## config.mk

```make
export PLATFORM = sky130hd
export DESIGN_NAME = ka_split_issue_49bit
export DESIGN_NICKNAME = d
export VERILOG_FILES = /design/src/rtl/ka_pkg.sv /design/src/rtl/ka_half_split_49bit.sv /design/src/rtl/ka_split_issue_49bit.sv
export SDC_FILE = /design/constraint.sdc
export NUM_CORES = 1
export LEC_CHECK = 0
export ABC_AREA = 1
export CAP_MARGIN = 20
export CORE_ASPECT_RATIO = 1.75
export CORE_MARGIN = 10
export CORE_UTILIZATION = 25
export DETAILED_ROUTE_END_ITERATION = 10
export PLACE_DENSITY = 0.58
export SLEW_MARGIN = 20
export SYNTH_ARGS = -nofsm -noshare
export SYNTH_HDL_FRONTEND = slang
export SYNTH_SLANG_ARGS = --single-unit
```

## constraint.sdc

```tcl
create_clock -name clk -period 3.45 [get_ports clk]
set_input_delay 0.8625 -clock clk [delete_from_list [all_inputs] [get_ports clk]]
set_output_delay 0.8625 -clock clk [all_outputs]
set_load 0.01 [all_outputs]
```

## src/rtl/ka_pkg.sv

```systemverilog
// Shared Karatsuba definitions: operand widths, beat tag encoding and issue states.
// Used by the split/issue block and by the overlap combiner that consumes its beats.
package ka_pkg;

  localparam int N      = 50;
  localparam int OP_W   = N - 1;
  localparam int HALF_W = N / 2;

  // Tag values name the combiner input a beat's product is routed to
  localparam logic [1:0] TAG_LOW  = 2'd0;
  localparam logic [1:0] TAG_MID  = 2'd1;
  localparam logic [1:0] TAG_HIGH = 2'd2;

  typedef enum logic [1:0] {
    ST_IDLE = 2'd0,
    ST_LOW  = 2'd1,
    ST_HIGH = 2'd2,
    ST_MID  = 2'd3
  } issue_state_e;

endpackage

```

## src/rtl/ka_half_split_49bit.sv

```systemverilog
// Splits one GF(2) operand into low half, zero-extended high half and their XOR.
// Purely combinational; one instance per operand.
module ka_half_split_49bit #(
  parameter int n = 50
) (
  input  logic [n-2:0]   op,
  output logic [n/2-1:0] lo,
  output logic [n/2-1:0] hi,
  output logic [n/2-1:0] mid
);

  localparam int h_w  = n / 2;
  localparam int hi_w = n - 1 - h_w;

  always_comb begin
    lo             = op[h_w-1:0];
    hi             = '0;
    hi[hi_w-1:0]   = op[n-2:h_w];
    mid            = lo ^ hi;
  end

endmodule

```

## src/rtl/ka_split_issue_49bit.sv

```systemverilog
// Karatsuba decomposition issue stage: latches an operand pair and issues low, high
// and middle sub-products as three tagged beats. Macro KA_SPLIT_PRELOAD_EN lets a
// new pair be accepted on the MID handshake for one operation every 3 cycles.
//
// state   | meaning
// --------+------------------------------------------------------------
// IDLE    | waiting for an operand pair, in_ready=1
// LOW     | issuing lo(A) x lo(B), tag LOW
// HIGH    | issuing hi(A) x hi(B), tag HIGH
// MID     | issuing mid(A) x mid(B), tag MID, last beat of the operation
module ka_split_issue_49bit
  import ka_pkg::*;
#(
  parameter int n = N
) (
  input  logic           clk,
  input  logic           rst,
  input  logic [n-2:0]   A_in,
  input  logic [n-2:0]   B_in,
  input  logic           in_valid,
  output logic           in_ready,
  output logic [n/2-1:0] X_out,
  output logic [n/2-1:0] Y_out,
  output logic [1:0]     tag_out,
  output logic           last_out,
  output logic           out_valid,
  input  logic           out_ready
);

  localparam int op_w = n - 1;
  localparam int h_w  = n / 2;

  issue_state_e    state_q, state_d;
  logic [op_w-1:0] a_q, b_q;
  logic [h_w-1:0]  a_lo, a_hi, a_mid;
  logic [h_w-1:0]  b_lo, b_hi, b_mid;
  logic            accept;
  logic            beat_done;

  assign accept    = in_valid && in_ready;
  assign beat_done = out_valid && out_ready;

  ka_half_split_49bit #(.n(n)) u_split_a (
    .op  (a_q),
    .lo  (a_lo),
    .hi  (a_hi),
    .mid (a_mid)
  );

  ka_half_split_49bit #(.n(n)) u_split_b (
    .op  (b_q),
    .lo  (b_lo),
    .hi  (b_hi),
    .mid (b_mid)
  );

  always_ff @(posedge clk) begin
    if (rst) begin
      state_q <= ST_IDLE;
    end else begin
      state_q <= state_d;
    end
  end

  // Operands are only captured on accept, so later A_in/B_in activity is invisible
  always_ff @(posedge clk) begin
    if (rst) begin
      a_q <= '0;
      b_q <= '0;
    end else if (accept) begin
      a_q <= A_in;
      b_q <= B_in;
    end
  end

  always_comb begin
    state_d = state_q;
    case (state_q)
      ST_IDLE: if (accept)    state_d = ST_LOW;
      ST_LOW:  if (beat_done) state_d = ST_HIGH;
      ST_HIGH: if (beat_done) state_d = ST_MID;
      ST_MID:  if (beat_done) state_d = accept ? ST_LOW : ST_IDLE;
      default:                state_d = ST_IDLE;
    endcase
  end

  always_comb begin
    in_ready  = 1'b0;
    out_valid = 1'b0;
    X_out     = '0;
    Y_out     = '0;
    tag_out   = TAG_LOW;
    last_out  = 1'b0;
    case (state_q)
      ST_IDLE: in_ready = 1'b1;
      ST_LOW: begin
        out_valid = 1'b1;
        X_out     = a_lo;
        Y_out     = b_lo;
        tag_out   = TAG_LOW;
      end
      ST_HIGH: begin
        out_valid = 1'b1;
        X_out     = a_hi;
        Y_out     = b_hi;
        tag_out   = TAG_HIGH;
      end
      ST_MID: begin
        out_valid = 1'b1;
        X_out     = a_mid;
        Y_out     = b_mid;
        tag_out   = TAG_MID;
        last_out  = 1'b1;
`ifdef KA_SPLIT_PRELOAD_EN
        in_ready  = out_ready;
`else
        in_ready  = 1'b0;
`endif
      end
      default: in_ready = 1'b0;
    endcase
    // Reset masks the interface immediately so no beat or accept leaks through
    if (rst) begin
      in_ready  = 1'b0;
      out_valid = 1'b0;
      X_out     = '0;
      Y_out     = '0;
      tag_out   = TAG_LOW;
      last_out  = 1'b0;
    end
  end

endmodule

```

==> reports/results.tsv <==
stage	metric	value	unit
clock_network	cts_root_buf	clkbuf_16	
placement	hpwl	12300	um
setup_path	critical-path-max-stage-delay	0.60	ns
setup_path	crit_chain	clkdlybuf4s50_1, nor2_2, inv_2, buf_12, a21oi_1, clkdlybuf4s50_1	
global_route	grt_pass1_wl	26900	um
placement	io_buffer_count	156	
setup_path	timing.rr.start	state_q[0]$_SDFFE_PP0P_	
synthesis	yosys_warnings	0	
setup_path	worstSetupEndpointType	output pin	
setup_path	slowest_stage	clkdlybuf4s50_1	
setup_path	required	2.59	ns
clock_network	clk_latency	0.36	ns
finish	drive_gt1_share	4.54	%
detailed_routing	first_pass_iters	4	
sta	min_period	3.40	ns
setup_path	start_kind	input pin	
detailed_routing	drc	0	
finish	syn_to_final_growth	41.2	%
sta	final.setup.tns	0	ns
finish	fin_area	0.00701	mm^2
floorplanning	rows	68	
clock_network	cts_tree	done	
floorplanning	dieWidth	127	um
sta	clock.fmax	0.294	GHz
finish	final_cells	1104	
worst_hold_path	min-delay-start	b_q[36]$_SDFFE_PP0P_	
placement	dp_slack	0.0509	ns
floorplanning	start_util	25.2	%
placement	gp_congestion	0.782	
setup_path	cpMostUsedCell	clkdlybuf4s50_1	
finish	fin_nets	963	
power	pwr_density_cell	552	mW/mm^2
sta	finalSetupViolations	0	
sta	rsz0062_at_grt	no	
detailed_routing	routed_wl	17700	um
sta	skew	0.00742	ns
sta	fin_ws	0.0498	ns
clock_network	numClockSinks	100	
clock_network	clock_path_buffers	2	
floorplanning	dieArea	0.0261	mm^2
synthesis	syn-num-nets	836	
power	p_leak	2.39	nW
finish	multi_input_area	0.00227	mm^2
floorplanning	core_area	0.0197	mm^2
flow_run	cap_violations	0	
placement	dpl.cell_count	1089	
synthesis	ys_seq_area_share	40.3	%
setup_path	crit_buf_inv	4	
global_route	gr-total-overflow	0	
synthesis	netlist_area	0.00496	mm^2
setup_path	startpoint	rst	
setup_path	critPathMaxFanout	25	
detailed_routing	wire_per_inst	16.0	um
sta	drv_slew	0	
power	ir_drop	265	uV
finish	fillCellCount	2084	
sta	hold_violations	0	
detailed_routing	antenna_left	0	
finish	antenna_cells	0	
sta	max_slew_margin	45.8	%
global_route	grt_pass1_vias	5149	
global_route	grt_max_degree	99	
sta	holdWs	0.461	ns
clock_network	numCtsBuffers	9	
outcome	outcome	complete, no violations	
synthesis	ys_ff_latch	100	
clock_network	htree_levels	3	
sta	worst_pin_slew	0.813	ns
setup_path	critPathTopFamily	buffers and inverters	
detailed_routing	drt_iter0_markers	168	
setup_path	critPathKind	input pin to output pin	
synthesis	yosys.cell_types.count	22	
sta	fin_crit_sh	98.6	%
clock_network	clk_pin_slew	0.06	ns
placement	detailed_place.area	0.00670	mm^2
finish	final-seq-area	0.00200	mm^2
floorplanning	io-pin-count	157	
detailed_routing	vias	5134	
worst_hold_path	worstHoldPathType	flop to flop	
detailed_routing	vias_per_cell	4.65	
global_route	grt_usage	13.0	%
global_route	antenna_found_initial	0	
setup_path	arrival	2.54	ns
floorplanning	floorplan.die.height	206	um
synthesis	avgSynthCellArea	6.82	um^2
synthesis	netlist_instances	728	
path summary, 6_finish.rpt:
path                                to  slack [ns]  cells after the start
setup reg to reg  b_q[24]$_SDFFE_PP0P_        1.33                      9
hold / removal    b_q[36]$_SDFFE_PP0P_        0.46                      2
hold reg to reg   b_q[36]$_SDFFE_PP0P_        0.46                      2
setup / recovery              Y_out[0]        0.05                      6
layout by cell type, fill, tap and decap left out, types with 3 or more instances in the layout:
cell             count
buf_12               3
nand2_1             57
clkbuf_16            9
clkdlybuf4s50_1    156
inv_1              104
a21oi_1            146
ha_1                 4
nor2_1              53
buf_4               14
o21ai_1             41
dfxtp_1            100
o21ai_0            154
synthesized netlist by cell type (all sizes together):
library cell / instances / area share (%)
ha: 6 / 1.5
a21oi: 146 / 15
clkbuf: 28 / 2.2
dfxtp: 100 / 40
buf: 29 / 4.2
inv: 105 / 7.9
clkinv: 1 / 0.076
nor2: 56 / 4.4
nand2: 58 / 4.5
nand3: 2 / 0.20
o21ai: 195 / 20
nor3: 2 / 0.20
cell type report:
class / instances / area share [%]
clock buffer: 10 / 3.27
clock inverter: 5 / 1.11
inverter: 106 / 5.68
multi-input combinational: 465 / 32.4
sequential: 100 / 28.6
tap: 245 / 4.37
timing repair buffer: 173 / 24.6
what timing repair did:
| action | 4_1_cts | 5_1_grt |
|---|---|---|
| endpoints found under the hold margin | 0 | 0 |
| hold buffers | 0 | 0 |
| resized for setup | 0 | 2 |
| setup buffers | 0 | 0 |
| setup endpoints to repair | 0 | 3 |
worst min-delay path, stage by stage, from the launching register on:
cell and delay, ns:
dfxtp_1 0.31, inv_1 0.06, a21oi_1 0.05
state kept, by name, summed over array words and instances (netlist names):
signal	count
state_q	2
b_q	49
a_q	49
stage by stage:
| step | utilization (%) | power [W] |
|---|---|---|
| floorplan | - | 0.00231 |
| global placement | 34.1 | 0.00282 |
| detailed placement | 34.1 | 0.00283 |
| CTS | 35.6 | 0.00392 |
| global route | 35.7 | 0.00412 |
| finish | 35.7 | 0.00387 |
per-layer routing:
layer  vias up  wire length (um)  track usage, %
li1       2640                 -               -
met1      2353              6890            13.2
met2       109              9490            24.3
met3        32               742            2.54
met4         0               529            6.65
met5         -                 0               0
where the power goes:
group	internal, W	leakage, nW	switching (W)	total, W
clock network	0.000630	0.148	0.000456	0.00109
registers	0.00137	0.821	0.0000992	0.00147
logic	0.000482	1.42	0.000834	0.00132
kinds of logic (layout without fill, tap and decap cells):
logic type,count (synthesis),in the layout,synth area share [%]
buf+inv,163,294,14.4
compound gates,341,341,34.4
flops,100,100,40.3
fa+ha+maj,6,6,1.51
simple gates,118,118,9.38
Note: power is estimated with default switching activity, not from simulation.
==> patch 1, RTL diff (same settings) <==
Build with the macro `KA_SPLIT_PRELOAD_EN` defined.
--- a/src/rtl/ka_split_issue_49bit.sv
+++ b/src/rtl/ka_split_issue_49bit.sv
@@ -8,6 +8,8 @@
 // LOW     | issuing lo(A) x lo(B), tag LOW
 // HIGH    | issuing hi(A) x hi(B), tag HIGH
 // MID     | issuing mid(A) x mid(B), tag MID, last beat of the operation
+`define KA_SPLIT_PRELOAD_EN
+
 module ka_split_issue_49bit
   import ka_pkg::*;
 #(
Behaviour: not the same (Yosys sat finds a counterexample within 4 cycles, from zero or initial values and one cycle with rst high).
==> patch 1 against the unedited design <==
Total power decreased by 0.43%. Non-clock buffer count down 3. Worst setup slack better by 0.013 ns. Cell area fell by 2.2%. Combinational power up 4%. Sequential share of layout area increased by 0.63 points. Global-route usage grew 0.47 points. Synthesized area shrank 2.9%. Clock power fell by 9%. Synthesized cell count shrank 6.2%. Routed wire length is 1.7% higher. Sequential cell count unchanged. Critical path depth rose by 1. Largest cell class unchanged. Highest routed layer is now met5.
==> patch 1: results (changes against the unedited design) <==
The distinct cell type count of the synthesized netlist is 21 (was 22). The detailed placement HPWL is 12.2 mm (was 12.3 mm). The clock insertion delay at the later pin of the skew report came out at 0.34 ns (was 0.36 ns). The complex-gate fraction of the synthesized area came out at 33.2% (was 34.4%). The routed via count divided by cell count came out at 4.83 (was 4.65). The first-pass GRT wire length was 27.8 mm (was 26.9 mm).

The number of nets in the finished design came out at 912 (was 963). The count of non-CTS buffers in the layout is 170 (was 173). The detailed router's first-iteration violation count is 298 (was 168). The global-route usage over all layers came out at 13.4% (was 13.0%).

The fraction of layout instances using a drive strength above 1 is 4.20% (was 4.54%). The internal power consumption is 0.00239 W (was 0.00248 W). The fraction of met2 tracks used by global routing is 24.7% (was 24.3%).

The worst supply voltage drop on vdd came out at 0.000438 V (was 0.000265 V). The placement-stage cell area is 0.00657 sq mm (was 0.00670 sq mm). The number of cells in the design after placement came out at 1036 (was 1089). The part of the Yosys area used for sequential elements is 41.5% (was 40.3%). The largest net degree at the start of global routing came out at 150 (was 99).

The number of filler cells placed in the layout came out at 2049 (was 2084). The final cell count without fillers came out at 1053 (was 1104). The fraction of area in clock buffers and inverters is 4.11% (was 4.37%). The standby leakage power is 2.22 nW (was 2.39 nW). The floorplan core area came to 0.0190 sq mm (was 0.0197 sq mm). The proportion of cell area occupied by multi-input gates is 33.7% (was 32.4%).

The wire length per cell is 17.0 um (was 16.0 um). The end-of-flow core utilization is 36.0% (was 35.7%). The final setup skew is 0.00870 ns (was 0.00742 ns). The number of global-route vias before repair is 5033 (was 5149). The multi-input combinational cell count is 464 (was 465). The worst slew slack as a fraction of its limit was 52.5% (was 45.8%). The final estimated routing congestion in global placement came out at 0.770 (was 0.782). The synthesized net count came out at 789 (was 836). The combinational share of power is 35.4% (was 34.0%). The number of diodes is 3 (was 0). The setup slack at placement came out at 0.289 ns (was 0.0509 ns). The mean area per synthesized cell came out at 7.05 sq um (was 6.82 sq um). The fraction of met1 tracks used by global routing came out at 14.1% (was 13.2%). The number of inverters outside the clock class in the layout was 61 (was 106). The number of clock buffers inserted by TritonCTS came out at 9 (unchanged). The final-layout non-clock buffer area share came to 25.1% (was 24.6%).

Run status: completed (unchanged). The arithmetic-cell share of the synthesized area counting full adders, half adders and majority gates came out at 1.04% (was 1.51%).
patch 1: changes by cell type after synthesis, sizes merged, moves of 4 or more:
cell / before / now
inv: 105 / 61
nor2: 56 / 4
clkbuf: 28 / 32
o211ai: 0 / 48
nand2: 58 / 153
o21ai: 195 / 100
patch 1: power groups by stage:
stage / combinational (W) / sequential [W] / clock (W)
floorplan: 0.000906 / 0.00149 / 0
global placement: 0.00137 / 0.00151 / 0
detailed placement: 0.00138 / 0.00152 / 0
CTS: 0.00138 / 0.00149 / 0.00104
global route: 0.00153 / 0.00152 / 0.00107
finish: 0.00137 / 0.00149 / 0.000996
patch 1: final timing paths:
check | from | end | cells after the start
max | state_q[0] | X_out[11] | 7
min | b_q[24] | b_q[24] | 2
max reg2reg | state_q[0] | b_q[48] | 7
min reg2reg | b_q[24] | b_q[24] | 2
patch 1: metal layers:
layer | share of wire (%) | vias to the layer above
met2 | 53 | 120
met1 | 40 | 2395
met3 | 4.3 | 27
met5 | 0.095 | -
li1 | - | 2545
met4 | 2.5 | 2
==> patch 2, RTL diff (same settings) <==
Without the edit above. Make the reset (`rst`) asynchronous in 2 clocked blocks.
--- a/src/rtl/ka_split_issue_49bit.sv
+++ b/src/rtl/ka_split_issue_49bit.sv
@@ -54,7 +54,7 @@
     .mid (b_mid)
   );
 
-  always_ff @(posedge clk) begin
+  always_ff @(posedge clk or posedge rst) begin
     if (rst) begin
       state_q <= ST_IDLE;
     end else begin
@@ -63,7 +63,7 @@
   end
 
   // Operands are only captured on accept, so later A_in/B_in activity is invisible
-  always_ff @(posedge clk) begin
+  always_ff @(posedge clk or posedge rst) begin
     if (rst) begin
       a_q <= '0;
       b_q <= '0;
Behaviour: same outputs for any inputs over 4 cycles, from zero or initial values and one cycle with rst high; that may be too few to reach the edited logic, so the function may still have changed.
==> patch 2 against the unedited design <==
Fmax rose by 2.1%. Worst setup slack improved by 0.069 ns. Global-route usage rose by 0.98 points. Clock skew rose by 0.0011 ns. Cell area rose by 16%. Sequential share of layout area rose by 2.2 points. Synthesized area rose by 18%. Sequential cell count did not move. Register-to-register slack got worse by 0.38 ns. Core utilization fell by 0.55 points. Largest cell class unchanged. Routed wire length rose by 19%. Critical path type unchanged. Critical endpoint is now Y_out[24].
Power is not compared: it rests on default switching activity, and its combinational part moved more than twofold at a synthesized area within 25%.
==> patch 2: results (changes against the unedited design) <==
The worst hold slack came out at 0.502 ns (was 0.461 ns). The number of nets in the finished design is 1106 (was 963). The fraction of layout instances using a drive strength above 1 was 8.87% (was 4.54%). The aggregate routed wire length came to 21.0 mm (was 17.7 mm). The number of global-route vias before repair was 5996 (was 5149).

The length of routed met2 wiring came out at 11.5 mm (was 9.49 mm). Run status: completed (unchanged). The final setup skew is 0.00851 ns (was 0.00742 ns). The first-pass GRT wire length is 33.1 mm (was 26.9 mm). The synthesized net count came out at 973 (was 836). The routed metal-1 wire length is 8.07 mm (was 6.89 mm). The count of cells along the worst register-to-register path is 8 (was 9). The data arrival time of the critical path was 2.47 ns (was 2.54 ns).

The largest net degree at the start of global routing came out at 59 (was 99). The fraction of met2 tracks used by global routing came to 25.4% (was 24.3%). The hold path startpoint is a_q[24] (was b_q[36]).

The worst slew slack as a fraction of its limit came out at 48.5% (was 45.8%). The fraction of met1 tracks used by global routing is 14.9% (was 13.2%). The reg-to-reg critical path endpoint is a_q[46] (was b_q[24]). The detailed placement HPWL is 14.7 mm (was 12.3 mm). The setup slack on the worst flop-to-flop path is 0.95 ns (was 1.33 ns).

The global-route usage over all layers came out at 13.9% (was 13.0%). The maximum fanout along the worst path is 15 (was 25). Area contributors post-synth: dfrtp_1 (43%), nand2_1 (25%), nand3_1 (12%) (was dfxtp_1 (40%), o21ai_0 (16%), a21oi_1 (15%)). The sink of the worst hold path is a_q[24] (was b_q[36]). The detailed router's first-iteration violation count came out at 258 (was 168). The fraction of synthesis flops using an asynchronous set or reset pin is 100% (was 0%). The part of the Yosys area used for sequential elements is 42.9% (was 40.3%). The met3 global-route usage is 2.35% (was 2.54%). The amount of wire on met3 after detailed routing came out at 782 um (was 742 um).

The initial antenna violation count is 4 (was 0). List of most frequent post-synthesis cells: nand2_1 (390), nand3_1 (143), dfrtp_1 (100) (was o21ai_0 (155), a21oi_1 (146), inv_1 (104)). The number of vias after detailed routing came to 5923 (was 5134). The most instantiated flip-flop cell in the synthesis netlist was dfrtp_1 (was dfxtp_1).
-- patch 2: cell count changes in the layout (fill, tap and decap cells not counted), sizes merged, moves of 45 or more --
cell / before / now
nand2: 58 / 390
o21ai: 195 / 0
nand3: 2 / 144
dfrtp: 0 / 100
dfxtp: 100 / 0
a21oi: 146 / 53
or2: 0 / 47
inv: 106 / 60
nor2: 56 / 11
-- patch 2: final cells by class --
class / instances / area [sq um]
Fill cell: 2490 / 15000
Multi-Input combinational cell: 652 / 2910
Sequential cell: 100 / 2500
Timing Repair Buffer: 175 / 1780
Tap cell: 304 / 380
Clock buffer: 12 / 246
Inverter: 60 / 228
Clock inverter: 4 / 72.6
Antenna cell: 4 / 10.0
-- patch 2: worst max-delay path by stage --
stage / startpoint / to / slack, ns / cells after the start
3_5_place_dp: rst / Y_out[24] / 0.10 / 6
3_3_place_gp: rst / Y_out[24] / 0.13 / 6
5_1_grt: rst / Y_out[4] / 0.03 / 6
2_1_floorplan: rst / a_q[26] / 0.60 / 6
4_1_cts: state_q[1] / Y_out[24] / 0.08 / 6
6_report: rst / Y_out[24] / 0.12 / 6
-- patch 2: cells by family after synthesis --
logic type | count (synthesis) | synth area share [%]
buffers and inverters | 113 | 7.91
AOI/OAI and AO/OA | 53 | 4.54
and+or+nand+nor | 593 | 43.4
DFF | 100 | 42.9
adders and majority gates | 6 | 1.29
-- patch 2: metrics by stage --
step	utilization, %	cells	cell area [sq um]
floorplan	-	865	5840
global placement	33.6	1291	7780
detailed placement	33.6	1291	7780
CTS	35.0	1307	8100
global route	35.1	1311	8130
finish	35.1	1311	8130
-- patch 2: worst max-delay path, cell delays in order --
cell and delay, ns:
clkdlybuf4s50_1 0.44, nor2_2 0.12, inv_2 0.11, buf_4 0.20, nor3_1 0.16, clkdlybuf4s50_1 0.57
